**config.mk**
```make
export PLATFORM = sky130hd
export DESIGN_NAME = multicycle_control
export DESIGN_NICKNAME = d
export VERILOG_FILES = /design/src/rtl/multicycle_control.sv
export SDC_FILE = /design/constraint.sdc
export NUM_CORES = 1
export LEC_CHECK = 0
export ABC_CLOCK_PERIOD_IN_PS = 2700
export BUFFER_PORTS_ARGS = -buffer_cell sky130_fd_sc_hd__buf_4
export CORE_AREA = 10 10 47 49
export CTS_BUF_LIST = sky130_fd_sc_hd__clkbuf_2
export DETAILED_ROUTE_END_ITERATION = 16
export DIE_AREA = 0 0 57 59
export PLACE_DENSITY_LB_ADDON = 0.12
export REMOVE_ABC_BUFFERS = 1
export SLEW_MARGIN = 20
export SYNTH_ARGS = -nofsm -noshare
export SYNTH_HDL_FRONTEND = slang
export SYNTH_SLANG_ARGS = --single-unit
```
**constraint.sdc**
```tcl
create_clock -name clk -period 2.7 [get_ports clk]
set_clock_uncertainty 0.2 [all_clocks]
set_input_delay 0.675 -clock clk [delete_from_list [all_inputs] [get_ports clk]]
set_output_delay 0.675 -clock clk [all_outputs]
set_load 0.05 [all_outputs]
```
**src/rtl/multicycle_control.sv**
```systemverilog
// rtl/multicycle_control.sv - main control FSM for the 24-bit multicycle CPU
module multicycle_control (
    input  logic       clk,
    input  logic       rst_n,
    input  logic       run,
    input  logic [3:0] opcode,
    input  logic       zero,
    input  logic       mem_ready,
    output logic       pc_write,
    output logic [1:0] pc_src,
    output logic       iord,
    output logic       mem_read,
    output logic       mem_write,
    output logic       ir_write,
    output logic       reg_dst,
    output logic       mem_to_reg,
    output logic       reg_write,
    output logic       alu_src_a,
    output logic [1:0] alu_src_b,
    output logic [1:0] alu_op,
    output logic [3:0] state,
    output logic       instr_done,
    output logic       illegal
);
    localparam logic [3:0] OP_R    = 4'b0000;
    localparam logic [3:0] OP_LW   = 4'b0100;
    localparam logic [3:0] OP_SW   = 4'b0101;
    localparam logic [3:0] OP_BEQ  = 4'b0110;
    localparam logic [3:0] OP_ADDI = 4'b0111;
    localparam logic [3:0] OP_J    = 4'b1000;

    typedef enum logic [3:0] {
        S_IDLE   = 4'd0,
        S_FETCH  = 4'd1,
        S_DECODE = 4'd2,
        S_MEMADR = 4'd3,
        S_MEMRD  = 4'd4,
        S_MEMWB  = 4'd5,
        S_MEMWR  = 4'd6,
        S_REX    = 4'd7,
        S_ALUWB  = 4'd8,
        S_BRANCH = 4'd9,
        S_ADDIEX = 4'd10,
        S_JUMP   = 4'd11,
        S_TRAP   = 4'd12
    } state_t;

    state_t cur, nxt;
    logic   rtype_q;
    logic   illegal_q;

    always_ff @(posedge clk or negedge rst_n) begin
        if (!rst_n) begin
            cur       <= S_IDLE;
            rtype_q   <= 1'b0;
            illegal_q <= 1'b0;
        end else begin
            cur <= nxt;
            // ALUWB is shared by R-type and ADDI; remember which one got us there
            if (cur == S_REX)
                rtype_q <= 1'b1;
            else if (cur == S_ADDIEX)
                rtype_q <= 1'b0;
            if (nxt == S_TRAP)
                illegal_q <= 1'b1;
        end
    end

    always_comb begin
        nxt        = cur;
        pc_write   = 1'b0;
        pc_src     = 2'b00;
        iord       = 1'b0;
        mem_read   = 1'b0;
        mem_write  = 1'b0;
        ir_write   = 1'b0;
        reg_dst    = 1'b0;
        mem_to_reg = 1'b0;
        reg_write  = 1'b0;
        alu_src_a  = 1'b0;
        alu_src_b  = 2'b00;
        alu_op     = 2'b00;
        instr_done = 1'b0;
        case (cur)
            S_IDLE: begin
                if (run)
                    nxt = S_FETCH;
            end
            S_FETCH: begin
                mem_read  = 1'b1;
                alu_src_b = 2'b01;
                if (mem_ready) begin
                    ir_write = 1'b1;
                    pc_write = 1'b1;
                    nxt      = S_DECODE;
                end
            end
            S_DECODE: begin
                alu_src_b = 2'b11;
                case (opcode)
                    OP_LW, OP_SW: nxt = S_MEMADR;
                    OP_R:         nxt = S_REX;
                    OP_BEQ:       nxt = S_BRANCH;
                    OP_ADDI:      nxt = S_ADDIEX;
                    OP_J:         nxt = S_JUMP;
                    default:      nxt = S_TRAP;
                endcase
            end
            S_MEMADR: begin
                alu_src_a = 1'b1;
                alu_src_b = 2'b10;
                nxt       = (opcode == OP_LW) ? S_MEMRD : S_MEMWR;
            end
            S_MEMRD: begin
                mem_read = 1'b1;
                iord     = 1'b1;
                if (mem_ready)
                    nxt = S_MEMWB;
            end
            S_MEMWB: begin
                reg_write  = 1'b1;
                mem_to_reg = 1'b1;
                instr_done = 1'b1;
                nxt        = S_FETCH;
            end
            S_MEMWR: begin
                mem_write = 1'b1;
                iord      = 1'b1;
                if (mem_ready) begin
                    instr_done = 1'b1;
                    nxt        = S_FETCH;
                end
            end
            S_REX: begin
                alu_src_a = 1'b1;
                alu_op    = 2'b10;
                nxt       = S_ALUWB;
            end
            S_ALUWB: begin
                reg_write  = 1'b1;
                reg_dst    = rtype_q;
                instr_done = 1'b1;
                nxt        = S_FETCH;
            end
            S_ADDIEX: begin
                alu_src_a = 1'b1;
                alu_src_b = 2'b10;
                nxt       = S_ALUWB;
            end
            S_BRANCH: begin
                alu_src_a  = 1'b1;
                alu_op     = 2'b01;
                pc_src     = 2'b01;
                pc_write   = zero;
                instr_done = 1'b1;
                nxt        = S_FETCH;
            end
            S_JUMP: begin
                pc_src     = 2'b10;
                pc_write   = 1'b1;
                instr_done = 1'b1;
                nxt        = S_FETCH;
            end
            S_TRAP: begin
                nxt = S_TRAP;
            end
            default: begin
                nxt = S_IDLE;
            end
        endcase
    end

    assign state   = cur;
    assign illegal = illegal_q;
endmodule

```
==> results.sh <==
export IMPL_status="completed"
export IMPL_critPathArrivalTime_ns=1.65
export IMPL_grt_pass1_wl_mm=2.911
export IMPL_cts_tree="yes"
export IMPL_grtUsageTotal=0.1033
export IMPL_die_area_um2=3363
export IMPL_synth_cells=88
export IMPL_drv_cap=0
export IMPL_antenna_found_initial=0
export IMPL_core_area_um2=1401
export IMPL_n_antenna_cell=0
export IMPL_drtPass1Iterations=4
export IMPL_nNetsFinal=125
export IMPL_cts_sinks=6
export IMPL_critPathMostFrequentCell="buf_4"
export IMPL_wire_per_inst_um=14.25
export IMPL_cp_max_fo=13
export IMPL_cts_root_buf="clkbuf_2"
export IMPL_max_freq_mhz=395.3
export IMPL_hp_class="input port to async pin"
export IMPL_io_pins=30
export IMPL_grt_pass1_vias=651
export IMPL_overflow=0
export IMPL_cts_htree_levels=1
export IMPL_required_ns=1.82
export IMPL_clock_path_buffers=2
export IMPL_start_kind="register"
export IMPL_setup_tns_ns=0
export IMPL_rrSetupSlack_ns=0.84
export IMPL_drive_above_1_share=0.3333
export IMPL_yosys_warnings=0
export IMPL_die_w_um=57
export IMPL_gp_congestion=0.7770
export IMPL_crit_chain="buf_4, nor2b_1, a32oi_1, o21ai_0, buf_4"
export IMPL_routed_wl_mm=1.853
export IMPL_synth_seq_area_share=0.2344
export IMPL_stdcell_area_um2=857.1
export IMPL_syn_area_um2=640.6
export IMPL_start_util=0.4571
export IMPL_worstRegToRegCells=5
export IMPL_drtIter0Drc=19
export IMPL_vias=713
export IMPL_detail_route_antenna_nets=0
export IMPL_cts_resized=0
export IMPL_port_buffers=29
export IMPL_mostFrequentLayoutCells="31 x buf_4, 16 x nor2_1, 8 x nand2b_1"
export IMPL_rsz0062_at_grt="false"
export IMPL_drc=0
export IMPL_rows=14
export IMPL_syn_area_per_cell_um2=7.280
export IMPL_numCtsBuffers=3
export IMPL_postLayoutCoreUtil=0.6116
export IMPL_hold_ws_ns=0.05130
export IMPL_slowest_delay_ns=0.50
export IMPL_ctsHoldBuffers=0
export IMPL_clk_pin_slew_worst_paths_ns=0.06
export IMPL_ys_seq_elements=6
export IMPL_worst_setup_path_type="register to primary output"
export IMPL_area_growth_syn_to_layout_pct=33.79
export IMPL_post_cts_buffers=0
export IMPL_grt_max_degree=23
export IMPL_worst_setup_path_end_kind="primary output"
export IMPL_netlist_cell_type_count=29
export IMPL_worstSkewPairLatency_ns=0.21
export IMPL_tightestPinTransition_ns=0.6228
export IMPL_final_common_cell="buf_4"
export IMPL_via_per_inst=5.485
export IMPL_timing_final_hold_violations=0
export IMPL_hpwlAfterDp_mm=1.487
export IMPL_drv_slew=0
export IMPL_period_share=0.9369
export IMPL_relSlewSlack=0.5848
export IMPL_dpl_cell_area_um2=842.1
export IMPL_slowest_stage="dfrtp_1"
export IMPL_setup_violations=0
export IMPL_finalCriticalPeriod_ns=2.530
export IMPL_die_h_um=59
==> logic make-up after synthesis <==
family,share of synthesized area
and+or+nand+nor,0.3360
AOI/OAI and AO/OA,0.2910
buffers and inverters,0.09179
DFF,0.2344
muxes,0.04688
==> registers in the layout, summed over array words and instances (netlist names) <==
name	count
illegal	1
state	4
rtype_q	1
==> synthesized netlist by cell type <==
cell type  count  area (um^2)
a211oi_1       1        7.510
a21o_1         2        15.01
a21oi_1        7        35.03
a221o_2        1        11.26
a222oi_1       1        10.01
a22o_1         1        8.760
a22oi_1        1        7.510
a311oi_2       1        15.01
a31o_2         1        8.760
a32oi_1        1        8.760
and3_1         1        6.260
buf_2          5        25.02
buf_6          2        22.52
clkbuf_1       1        3.750
dfrtp_1        6        150.1
inv_1          2        7.510
mux2i_1        3        30.03
nand2_1        6        22.52
nand2b_1       8        50.05
nand3b_1       1        7.510
nor2_1        16        60.06
nor2b_1        5        31.28
nor3_1         1        5.000
nor4b_1        2        17.52
o21ai_0        5        25.02
o22a_1         1        8.760
o22ai_1        4        25.02
or2_4          1        8.760
or3_1          1        6.260
==> layout make-up <==
class | instances | area [um^2]
Clock buffer | 3 | 15.01
Sequential cell | 6 | 150.1
Fill cell | 130 | 544.3
Timing Repair Buffer | 31 | 232.7
Tap cell | 16 | 20.02
Multi-Input combinational cell | 72 | 431.7
Inverter | 2 | 7.507
==> final timing paths <==
path | end | startpoint
worst min register to register | illegal | illegal
worst max register to register | illegal | state[3]
min in group clk | illegal | illegal
worst max-delay path | instr_done | state[3]
worst min-delay path | rtype_q | rst_n
max in group asynchronous | state[1] | rst_n
==> stage by stage <==
stage / setup slack [ns] / std cells
6_report: 0.1703 / 130
5_1_grt: 0.008710 / 130
4_1_cts: 0.1604 / 130
3_5_place_dp: 0.3195 / 127
3_3_place_gp: 0.3849 / 127
2_1_floorplan: -0.9580 / 80
==> worst max-delay path, delay by kind of cell, from the launching register on <==
family                 cells  cell delay, ns
DFF                        1            0.50
buffers and inverters      2            0.44
AOI/OAI and AO/OA          2            0.25
and+or+nand+nor            1            0.24
==> routing by layer <==
layer	wire length, um	GRT usage	up-vias
met3	139	0.04506	0
met4	0	0.02013	0
met2	924	0.1783	20
met1	788	0.1156	325
li1	-	-	368
met5	0	0	-
Power is not shown: default switching activity piles up to over one toggle a cycle in this logic, so the estimate is an artifact.
